$ cat src/rtl/io_debounce.sv
// Per-bit pad conditioner: two-flop synchronizer, debounce, polarity normalization and
// press / release / long-press events. The release event port is named release_pulse.
module io_debounce #(
  parameter int unsigned SW     = 1,
  parameter logic        DS     = 1'b0,
  parameter int unsigned DB_CYC = 16,
  parameter int unsigned CW     = 16,
  parameter int unsigned LP_CYC = 1000,
  parameter int unsigned LW     = 24
) (
  input  logic          clk,
  input  logic          rst,
  input  logic [SW-1:0] io_in,
  output logic [SW-1:0] level,
  output logic [SW-1:0] press,
  output logic [SW-1:0] release_pulse,
  output logic [SW-1:0] long,
  output logic [SW-1:0] held
);

  // Terminal counts, truncated to the counter widths.
  localparam logic [CW-1:0] DbLast = CW'(DB_CYC - 1);
  localparam logic [LW-1:0] LpLast = LW'(LP_CYC - 1);

  if (DB_CYC == 0 || (64'(DB_CYC) >> CW) != 64'd0) begin : g_bad_db_cyc
    $error("io_debounce: DB_CYC=%0d is outside 1..2^CW-1 (CW=%0d)", DB_CYC, CW);
  end

  if (LP_CYC == 0 || (64'(LP_CYC) >> LW) != 64'd0) begin : g_bad_lp_cyc
    $error("io_debounce: LP_CYC=%0d is outside 1..2^LW-1 (LW=%0d)", LP_CYC, LW);
  end

  for (genvar i = 0; i < SW; i++) begin : g_bit
    logic          s1_q, s2_q;
    logic          a;
    logic [CW-1:0] dc_d, dc_q;
    logic          level_d, level_q;
    logic          level_dly_q;
    logic [LW-1:0] lc_d, lc_q;
    logic          press_d, press_q;
    logic          release_d, release_q;
    logic          long_d, long_q;
    logic          held_d, held_q;

    assign a = s2_q ^ DS;

    // Debounce: any sample agreeing with level restarts the count.
    always_comb begin
      dc_d    = '0;
      level_d = level_q;
      if (a != level_q) begin
        if (dc_q == DbLast) begin
          level_d = a;
        end else begin
          dc_d = dc_q + CW'(1);
        end
      end
    end

    // Edge events lag the level change by one cycle.
    always_comb begin
      press_d   = level_q & ~level_dly_q;
      release_d = ~level_q & level_dly_q;
    end

    // Long press: lc freezes once held is set, so long fires once per press.
    always_comb begin
      lc_d   = lc_q;
      long_d = 1'b0;
      held_d = held_q;
      if (!level_q) begin
        lc_d   = '0;
        held_d = 1'b0;
      end else if (!held_q) begin
        if (lc_q == LpLast) begin
          long_d = 1'b1;
          held_d = 1'b1;
        end else begin
          lc_d = lc_q + LW'(1);
        end
      end
    end

    always_ff @(posedge clk) begin
      if (rst) begin
        s1_q        <= DS;
        s2_q        <= DS;
        dc_q        <= '0;
        level_q     <= 1'b0;
        level_dly_q <= 1'b0;
        lc_q        <= '0;
        press_q     <= 1'b0;
        release_q   <= 1'b0;
        long_q      <= 1'b0;
        held_q      <= 1'b0;
      end else begin
        s1_q        <= io_in[i];
        s2_q        <= s1_q;
        dc_q        <= dc_d;
        level_q     <= level_d;
        level_dly_q <= level_q;
        lc_q        <= lc_d;
        press_q     <= press_d;
        release_q   <= release_d;
        long_q      <= long_d;
        held_q      <= held_d;
      end
    end

    // Outputs are forced low while rst is asserted, even before the first reset edge.
    assign level[i]         = level_q & ~rst;
    assign press[i]         = press_q & ~rst;
    assign release_pulse[i] = release_q & ~rst;
    assign long[i]          = long_q & ~rst;
    assign held[i]          = held_q & ~rst;
  end

endmodule

$ cat config.mk
export PLATFORM = sky130hd
export DESIGN_NAME = io_debounce
export DESIGN_NICKNAME = d
export VERILOG_FILES = /design/src/rtl/io_debounce.sv
export SDC_FILE = /design/constraint.sdc
export NUM_CORES = 1
export LEC_CHECK = 0
export CAP_MARGIN = 20
export CORE_MARGIN = 4
export CORE_UTILIZATION = 51
export CTS_CLUSTER_SIZE = 24
export DETAILED_ROUTE_END_ITERATION = 7
export HOLD_SLACK_MARGIN = 0.15
export PLACE_DENSITY = 0.69
export SETUP_SLACK_MARGIN = 0.3
export SLEW_MARGIN = 20
export SYNTH_ARGS = -nofsm -noshare
export SYNTH_HDL_FRONTEND = slang
export SYNTH_SLANG_ARGS = --single-unit
$ cat constraint.sdc
create_clock -name clk -period 1.95 [get_ports clk]
set_input_delay 0.39 -clock clk [delete_from_list [all_inputs] [get_ports clk]]
set_output_delay 0.39 -clock clk [all_outputs]
set_load 0.01 [all_outputs]
======== After elaboration in Yosys (flattened, before gate mapping) ========
Index checks and enable logic that the tools add are counted.
word-level totals
  register bits ........................... 48
  output and inout bits ................... 5
  word-level logic and storage cells ...... 35
operators by class
  add/subtract/negate cells ............... 2
  eq/ne operators ......................... 3
  multiplexer cells ....................... 2
  bitwise gates (word level) .............. 13
  reduce and logical (&&, ||, !) cells .... 5
operators by type and width
  kind                     number
  $add A24 B1 Y24 const B  1
  $eq A24 B10 Y1 const B   1
  $add A16 B1 Y16 const B  1
  $eq A16 B4 Y1 const B    1
  $and A1 B1 Y1            7
  $not A1 Y1               6
  $reduce_or A3 Y1         2
  $reduce_and A2 Y1        2
  $mux W1                  2
  $reduce_or A2 Y1         1
  $ne A1 B1 Y1             1

======== Depth between registers and ports, before layout ========
Gate-level depths: netlist (run 1).
  depth in word-level cells ............... 3
  depth in mapped cells ................... 8
  gate-level depth less buffers ........... 6

======== Least setup slack after synthesis (run 1) ========
Ideal clock, no wire load.
  kind .................................... reg2reg
  from .................................... reg g_bit[0].lc_q[4]
  to ...................................... reg g_bit[0].lc_q[18]
  setup time .............................. 70 ps
  arrival time ............................ 1904 ps
  data required time ...................... 1880 ps
  setup slack ............................. -24 ps
  stages on the path, launching flop included .. 8
  buffers on the path ..................... 2
  period minus slack after synthesis ...... 1974 ps
  cells stage by stage .................... dfxtp_1 > or4_1 > or4_4 > o21ai_4 > buf_6 > buf_12 > o31ai_1 > a21oi_2
between the ends
  word-level cells in the longest chain between the ends .. 3
  elaborated cells on any way between the ends .. 4
  classes of those cells .................. add/sub (1); eq/ne (1); bitwise (1); reduce/logical (1)
ends and longest elaborated chain
  item                                                                     line  text
  from (decl)                                                              39    logic [LW-1:0] lc_d, lc_q;
  from (signal assigned)                                                   102   lc_q <= lc_d;
  parallel branches: the longest is 3 deep, another holds $add A24 B1 Y24  n/a
Several ways; the timed one is not identified.
A chain may end at the register's enable or synchronous reset.

======== Worst setup path after layout (run 1) ========
  from .................................... reg g_bit[0].lc_q[4]
  to ...................................... reg g_bit[0].lc_q[20]
Same word-level chain as after synthesis.

==> qor.yml, run 1 <==
yosys:
  synth-edff-count: 0
  avgSynthCellArea_sq_um: 8.88
  netlist_instances: 246
  synthFlopType: "dfxtp_1"
  synth_area_leaders: "dfxtp_1 44%, nor2_1 5.7%, xnor2_1 4.8%"
  syn-num-nets: 251
  synth.ff_latch_count: 48
  synth_commonest_cells: "48 x dfxtp_1, 33 x nor2_1, 21 x nand2_1, 14 x nand3_1, 12 x xnor2_1"
  synth_cell_type_count: 39
  async_flop_share_pct: 0
  seq_area_frac_synth_pct: 44.0
  post-synth-top-area-cell: "dfxtp_1"
  synth_top_area_share_pct: 44.0
  yosysWarningCount: 0
  synth.most_common_cell: "dfxtp_1"
  synth.cell_area_sq_um: 2180
die:
  die-area_sq_um: 5390
  fp-row-count: 23
  initial_utilization_pct: 53.8
  die_h_microns: 73.5
  ios: 8
  coreArea_sq_um: 4060
  die_w_microns: 73.5
power_and_ir_drop:
  power_density_nw_per_um2: 663
  vdd_ir_drop_max_mv: 0.539
  p_leak_nw: 0.944
cts:
  clk_pin_slew_ns: 0.09
  clk_latency_ns: 0.30
  clkSinkCount: 48
  ctsLongestPathBuffers: 2
  cts_buffers: 5
  cts_hold_buf: 0
  htreeDepth: 2
  ctsRootBufferMaster: "clkbuf_8"
  tritoncts: "yes"
layout:
  reg_top3: "g_bit.lc_q: 24 flops, g_bit.dc_q: 16 flops"
  largest_reg_flops: 24
  diodes: 0
  top_register: "g_bit.lc_q"
  syn2layout_area_growth_pct: 21.2
  drive_gt1_share_pct: 22.3
  finalNonFillerCells: 324
  regArea_sq_um: 967
  fin_nets: 278
  nFillCells: 336
  multi_input_area_sq_um: 1260
status:
  violations: "setup timing"
  status: "complete, but fails checks"
routing:
  route.detailed.wl_per_inst_microns: 14.4
  ant_nets: 0
  drt_iter0_markers: 157
  viasPerCell: 5.65
  drcViolationCount: 0
  dr.pass1.iters: 4
  via_count: 1829
  wl_microns: 4660
sta:
  worst_slack_ns: -0.0228
  slew_headroom_pct: 75.7
  setup_viol: 11
  max_slew.worst_pin.slew_ns: 0.364
  period_share_pct: 101
  period_needed_ns: 1.97
  rsz0062_at_grt: "true"
  maxSlewViolCount: 0
  fin_skew_ns: 0.00875
  hold_viol: 0
  holdWs_ns: 0.414
  max_clock_freq_mhz: 507
setup_path:
  arrival_ns: 2.21
  crit_top_cell: "or4_4"
  cp_slowest_cell: "or4_4"
  cp.required_ns: 2.19
  worstSetupEndpointType: "flip-flop"
  cp-start-kind: "flip-flop"
  crit_fanout: 4
  critical-path-top-delay-family: "simple AND/OR/NAND/NOR gates"
  cpPeakStageDelay_ns: 0.52
  crit_buf_inv: 0
  crit_chain: "or4_4 > or4_4 > o2111a_2 > a21bo_1 > a21oi_2"
  path_class: "reg2reg"
place:
  place_inst: 313
  place_congestion: 0.793
  dp_hpwl_microns: 2970
  io_buffers: 7
min_path:
  hp-class: "reg2reg"
grt:
  grt_max_degree: 28
  overflow: 0
  grt_pass1_wl_microns: 7500
  grt_pass1_vias: 1671
  grt_antenna_before_repair: 0
  grt_usage_pct: 17.6
job:
  drv_cap: 0
==> per-layer routing <==
layer  vias up  part of all wire (%)  GRT usage (%)
met3         7                   3.6           3.69
met4         0                   1.2           7.04
met2        39                    47           27.4
li1        936                     -              -
met5         -                     0              0
met1       847                    48           23.8
==> cell families after synthesis <==
kind of cell | synth area share [%]
compound gates | 10.8
flops | 44.0
mux | 0.916
buf+inv | 2.98
simple gates | 31.4
xor+xnor | 8.82
fa+ha+maj | 1.15
==> worst paths after layout <==
kind / from / end / slack (ns) / cells past startpoint
max: g_bit[0].lc_q[4] / g_bit[0].lc_q[20] / -0.02 / 5
min: g_bit[0].level_dly_q / g_bit[0].press_q / 0.41 / 1
max reg2reg: g_bit[0].lc_q[4] / g_bit[0].lc_q[20] / -0.02 / 5
min reg2reg: g_bit[0].level_dly_q / g_bit[0].press_q / 0.41 / 1
==> per-stage QoR <==
step	worst slack, ns	TNS (ns)	util (%)	power [mW]	instance area, sq um
after floorplan	0.00532	0	-	1.01	2190
after global placement	-0.107	-0.490	59.5	1.02	2410
after detailed placement	-0.110	-0.466	59.5	1.02	2410
after CTS	-0.0192	-0.0212	63.2	1.77	2560
after global routing	-0.0913	-1.03	65.3	1.82	2650
final	-0.0228	-0.0882	65.3	1.76	2650
==> cell type report <==
class                           instances  area share [%]
Clock buffer                            6            3.12
Clock inverter                          2            1.46
Inverter                                3           0.425
Multi-Input combinational cell        188            47.5
Sequential cell                        48            36.5
Tap cell                               50            2.36
Timing Repair Buffer                   27            8.64
==> where the power goes <==
| group | total [mW] | leakage, nW | switching (mW) | internal [mW] |
|---|---|---|---|---|
| sequential | 0.982 | 0.389 | 0.00136 | 0.980 |
| clock | 0.758 | 0.0614 | 0.338 | 0.420 |
| combinational | 0.0158 | 0.494 | 0.00787 | 0.00792 |
| total | 1.76 | 0.944 | 0.348 | 1.41 |
==> placed cells by master, fill, tap and decap left out, drive strengths merged, types with 2 or more instances in the layout <==
master         Yosys  layout
a21oi             12      12
a31o               2       2
and3               9       9
and4               4       4
buf                2      20
clkbuf             6       6
clkdlybuf4s15      0       2
clkinv             1       2
dfxtp             48      48
dlygate4sd2        0       4
ha                 2       2
inv                2       2
mux2i              2       2
nand2             21      22
nand2b             2       2
nand3             14      14
nand4             10      10
nor2              33      33
nor2b              7       7
nor3               2       2
nor3b              2       2
nor4              11      11
o211ai             3       3
o21ai              6       6
o31ai              3       3
or3                5       5
or4                8       8
xnor2             12      12
xor2              10      10
==> repair_timing <==
item                       4_1_cts  5_1_grt
pin swaps                        2        8
hold endpoints to repair         0        0
cloned                           0        1
setup endpoints to repair       40       39
resized for setup               17       15
setup buffers                    0        2
Note: power is estimated with default switching activity, not from simulation.
==> inputs of run 2 (changes only) <==
--- a/config.mk
+++ b/config.mk
@@ -6,7 +6,6 @@
 export NUM_CORES = 1
 export LEC_CHECK = 0
 export CAP_MARGIN = 20
-export CORE_MARGIN = 4
 export CORE_UTILIZATION = 51
 export CTS_CLUSTER_SIZE = 24
 export DETAILED_ROUTE_END_ITERATION = 7
==> run 2 against run 1 <==
  * The flow still finishes with violations (setup timing)
  * Maximum frequency hardly changed
  * Clock skew is 0.0015 ns higher
  * Worst setup slack worse by 0.00069 ns
  * First-iteration DRC count is 62% lower
  * Sequential share of layout area is 1.0 points higher
  * Clock power is 19% lower
  * Via count is 0.27% lower
  * Flip-flop and latch count stayed put
  * Clock-buffer cell count stayed put
  * Cell count is 0.62% lower
  * Core utilization is 1.9 points lower
  * Critical path type unchanged
  * Highest routed layer unchanged
==> qor.yml, run 2 (synthesized netlist as in run 1, its figures left out) <==
status:
  status: "complete, but fails checks"
  violations: "setup timing"
power_and_ir_drop:
  p_seq_share_pct: 61.0  # +5.1 points
  clock_power_share_pct: 38.0  # -5.2 points
  p_switching_uw: 337  # -2.9%
  swShare_pct: 20.9  # +1.2 points
  power_density_nw_per_um2: 627  # -5.4%
  combPwrFrac_pct: 1.0  # about the same
  vdd_ir_drop_max_mv: 0.450  # -17%
  p_leak_nw: 0.908  # -3.8%
  p_int_mw: 1.27  # -9.6%
cts:
  clk_latency_ns: 0.31  # about the same
  htreeDepth: 2  # unchanged
  ctsRootBufferMaster: "clkbuf_8"
  cts_buffers: 5  # unchanged
  ctsLongestPathBuffers: 2  # unchanged
  clk_pin_slew_ns: 0.09  # about the same
  tritoncts: "yes"
  cts_hold_buf: 0  # unchanged
  clkSinkCount: 48  # unchanged
die:
  fp-row-count: 23  # unchanged
  coreArea_sq_um: 4060  # unchanged
  die-area_sq_um: 4550  # -16%
  initial_utilization_pct: 53.8  # unchanged
  die_w_microns: 67.5  # -8.2%
  ios: 8  # unchanged
  die_h_microns: 67.5  # -8.2%
setup_path:
  crit_chain: "or4_4 > or4_4 > o2111a_2 > a21bo_1 > a21oi_2"
  crit_fanout: 4  # unchanged
  critical-path-top-delay-family: "simple AND/OR/NAND/NOR gates"
  crit_top_cell: "or4_4"
  cpPeakStageDelay_ns: 0.52  # about the same
  crit_buf_inv: 0  # unchanged
  cp.required_ns: 2.20  # about the same
  cp_slowest_cell: "or4_4"
  worstSetupEndpointType: "flip-flop"
  path_class: "reg2reg"
  r2r_setup_slack_ns: -0.02  # about the same
  cp-start-kind: "flip-flop"
  arrival_ns: 2.22  # about the same
layout:
  top_register: "g_bit.lc_q"
  fin_nets: 277  # -0.36%
  syn2layout_area_growth_pct: 17.6
  reg_top3: "g_bit.lc_q: 24 flops, g_bit.dc_q: 16 flops"
  drive_gt1_share_pct: 21.7  # -0.57 points
  layout_commonest_cell: "dfxtp_1"
  largest_reg_flops: 24  # unchanged
  diodes: 0  # unchanged
  nFillCells: 343  # +2.1%
  final_cell_mix: "45 x dfxtp_1, 33 x nor2_1, 20 x nand2_1"
  final_cell_area_sq_um: 2570  # -3.0%
grt:
  grt_max_degree: 25  # -11%
  overflow: 0  # unchanged
  grt_antenna_before_repair: 0  # unchanged
  grt_pass1_vias: 1569  # -6.1%
  grt_pass1_wl_microns: 7180  # -4.2%
  grt_usage_pct: 21.4  # +3.8 points
sta:
  rsz0062_at_grt: "true"
  fin_tns_setup_ns: -0.0951  # -0.00693 ns
  slew_headroom_pct: 75.0  # -0.69 points
  max_slew.worst_pin.slew_ns: 0.372  # +0.00820 ns
  setup_viol: 9  # -2
  period_share_pct: 101  # about the same
  period_needed_ns: 1.97  # +0.000686 ns
  hold_viol: 0  # unchanged
  max_clock_freq_mhz: 507  # about the same
  fin_skew_ns: 0.0103  # +0.00152 ns
  maxSlewViolCount: 0  # unchanged
  worst_slack_ns: -0.0235  # -0.000686 ns
routing:
  via_count: 1824  # -0.27%
  drt_iter0_markers: 60  # -62%
  dr.pass1.iters: 4  # unchanged
  route.detailed.wl_per_inst_microns: 13.9  # -3.7%
  wl_microns: 4460  # -4.3%
  viasPerCell: 5.66  # +0.35%
  drcViolationCount: 0  # unchanged
  ant_nets: 0  # unchanged
place:
  post_dp_cell_area_sq_um: 2410  # -0.31%
  place_congestion: 0.786  # -0.93%
  io_buffers: 7  # unchanged
  dp_hpwl_microns: 3000  # +1.2%
min_path:
  hp-class: "in2reg"
job:
  drv_cap: 0  # unchanged
run 2: worst paths after layout:
path | start | endpoint | depth (start not counted)
worst max-delay path | g_bit[0].lc_q[4] | g_bit[0].lc_q[20] | 5
worst min-delay path | rst | g_bit[0].release_q | 2
worst max register to register | g_bit[0].lc_q[4] | g_bit[0].lc_q[20] | 5
worst min register to register | g_bit[0].level_dly_q | g_bit[0].press_q | 1
run 2: worst register-to-register path: stages, from the launching register on:
cell	delay [ns]
dfxtp_2	0.33
or4_4	0.52
or4_4	0.47
o2111a_2	0.32
a21bo_1	0.18
a21oi_2	0.10
run 2: area by class of cell:
| cell class | instances | area, sq um | share of cell area (%) |
|---|---|---|---|
| sequential | 48 | 965 | 37.5 |
| clock inverter | 1 | 8.76 | 0.341 |
| timing repair buffer | 26 | 209 | 8.13 |
| multi-input combinational | 188 | 1230 | 47.9 |
| clock buffer | 6 | 82.6 | 3.21 |
| tap | 50 | 62.6 | 2.43 |
| inverter | 3 | 12.5 | 0.487 |
run 2: through the flow:
| step | std cells | hold WS, ns | total power [mW] | setup WS (ns) | utilization, % |
|---|---|---|---|---|---|
| after global routing | 322 | 0.442 | 1.66 | -0.0882 | 63.3 |
| after floorplan | 246 | 0.384 | 1.01 | 0.00532 | - |
| after CTS | 319 | 0.408 | 1.62 | -0.0314 | 61.9 |
| after global placement | 312 | 0.416 | 1.02 | -0.0830 | 59.3 |
| final | 322 | 0.414 | 1.61 | -0.0235 | 63.3 |
| after detailed placement | 312 | 0.415 | 1.02 | -0.0970 | 59.3 |
run 2: repair_timing:
| item | in CTS | in global routing |
|---|---|---|
| cloned | 0 | 1 |
| pin swaps | 3 | 4 |
| gates resized for setup | 25 | 10 |
| endpoints found under the setup margin | 39 | 35 |
| setup buffers | 0 | 2 |
run 2: layer usage:
layer  part of all wire [%]  track usage (%)
met1                     49             29.1
met2                     46             32.8
met3                    3.7             4.05
met4                    1.3             9.57
met5                      0                0
run 2: power groups by stage:
stage                     Combinational (mW)  Clock, mW  Sequential [mW]
after floorplan                      0.00728          0             1.01
after global placement                0.0149          0             1.01
after detailed placement              0.0152          0             1.01
after CTS                             0.0155      0.627            0.983
after global routing                  0.0180      0.654            0.984
final                                 0.0164      0.611            0.983
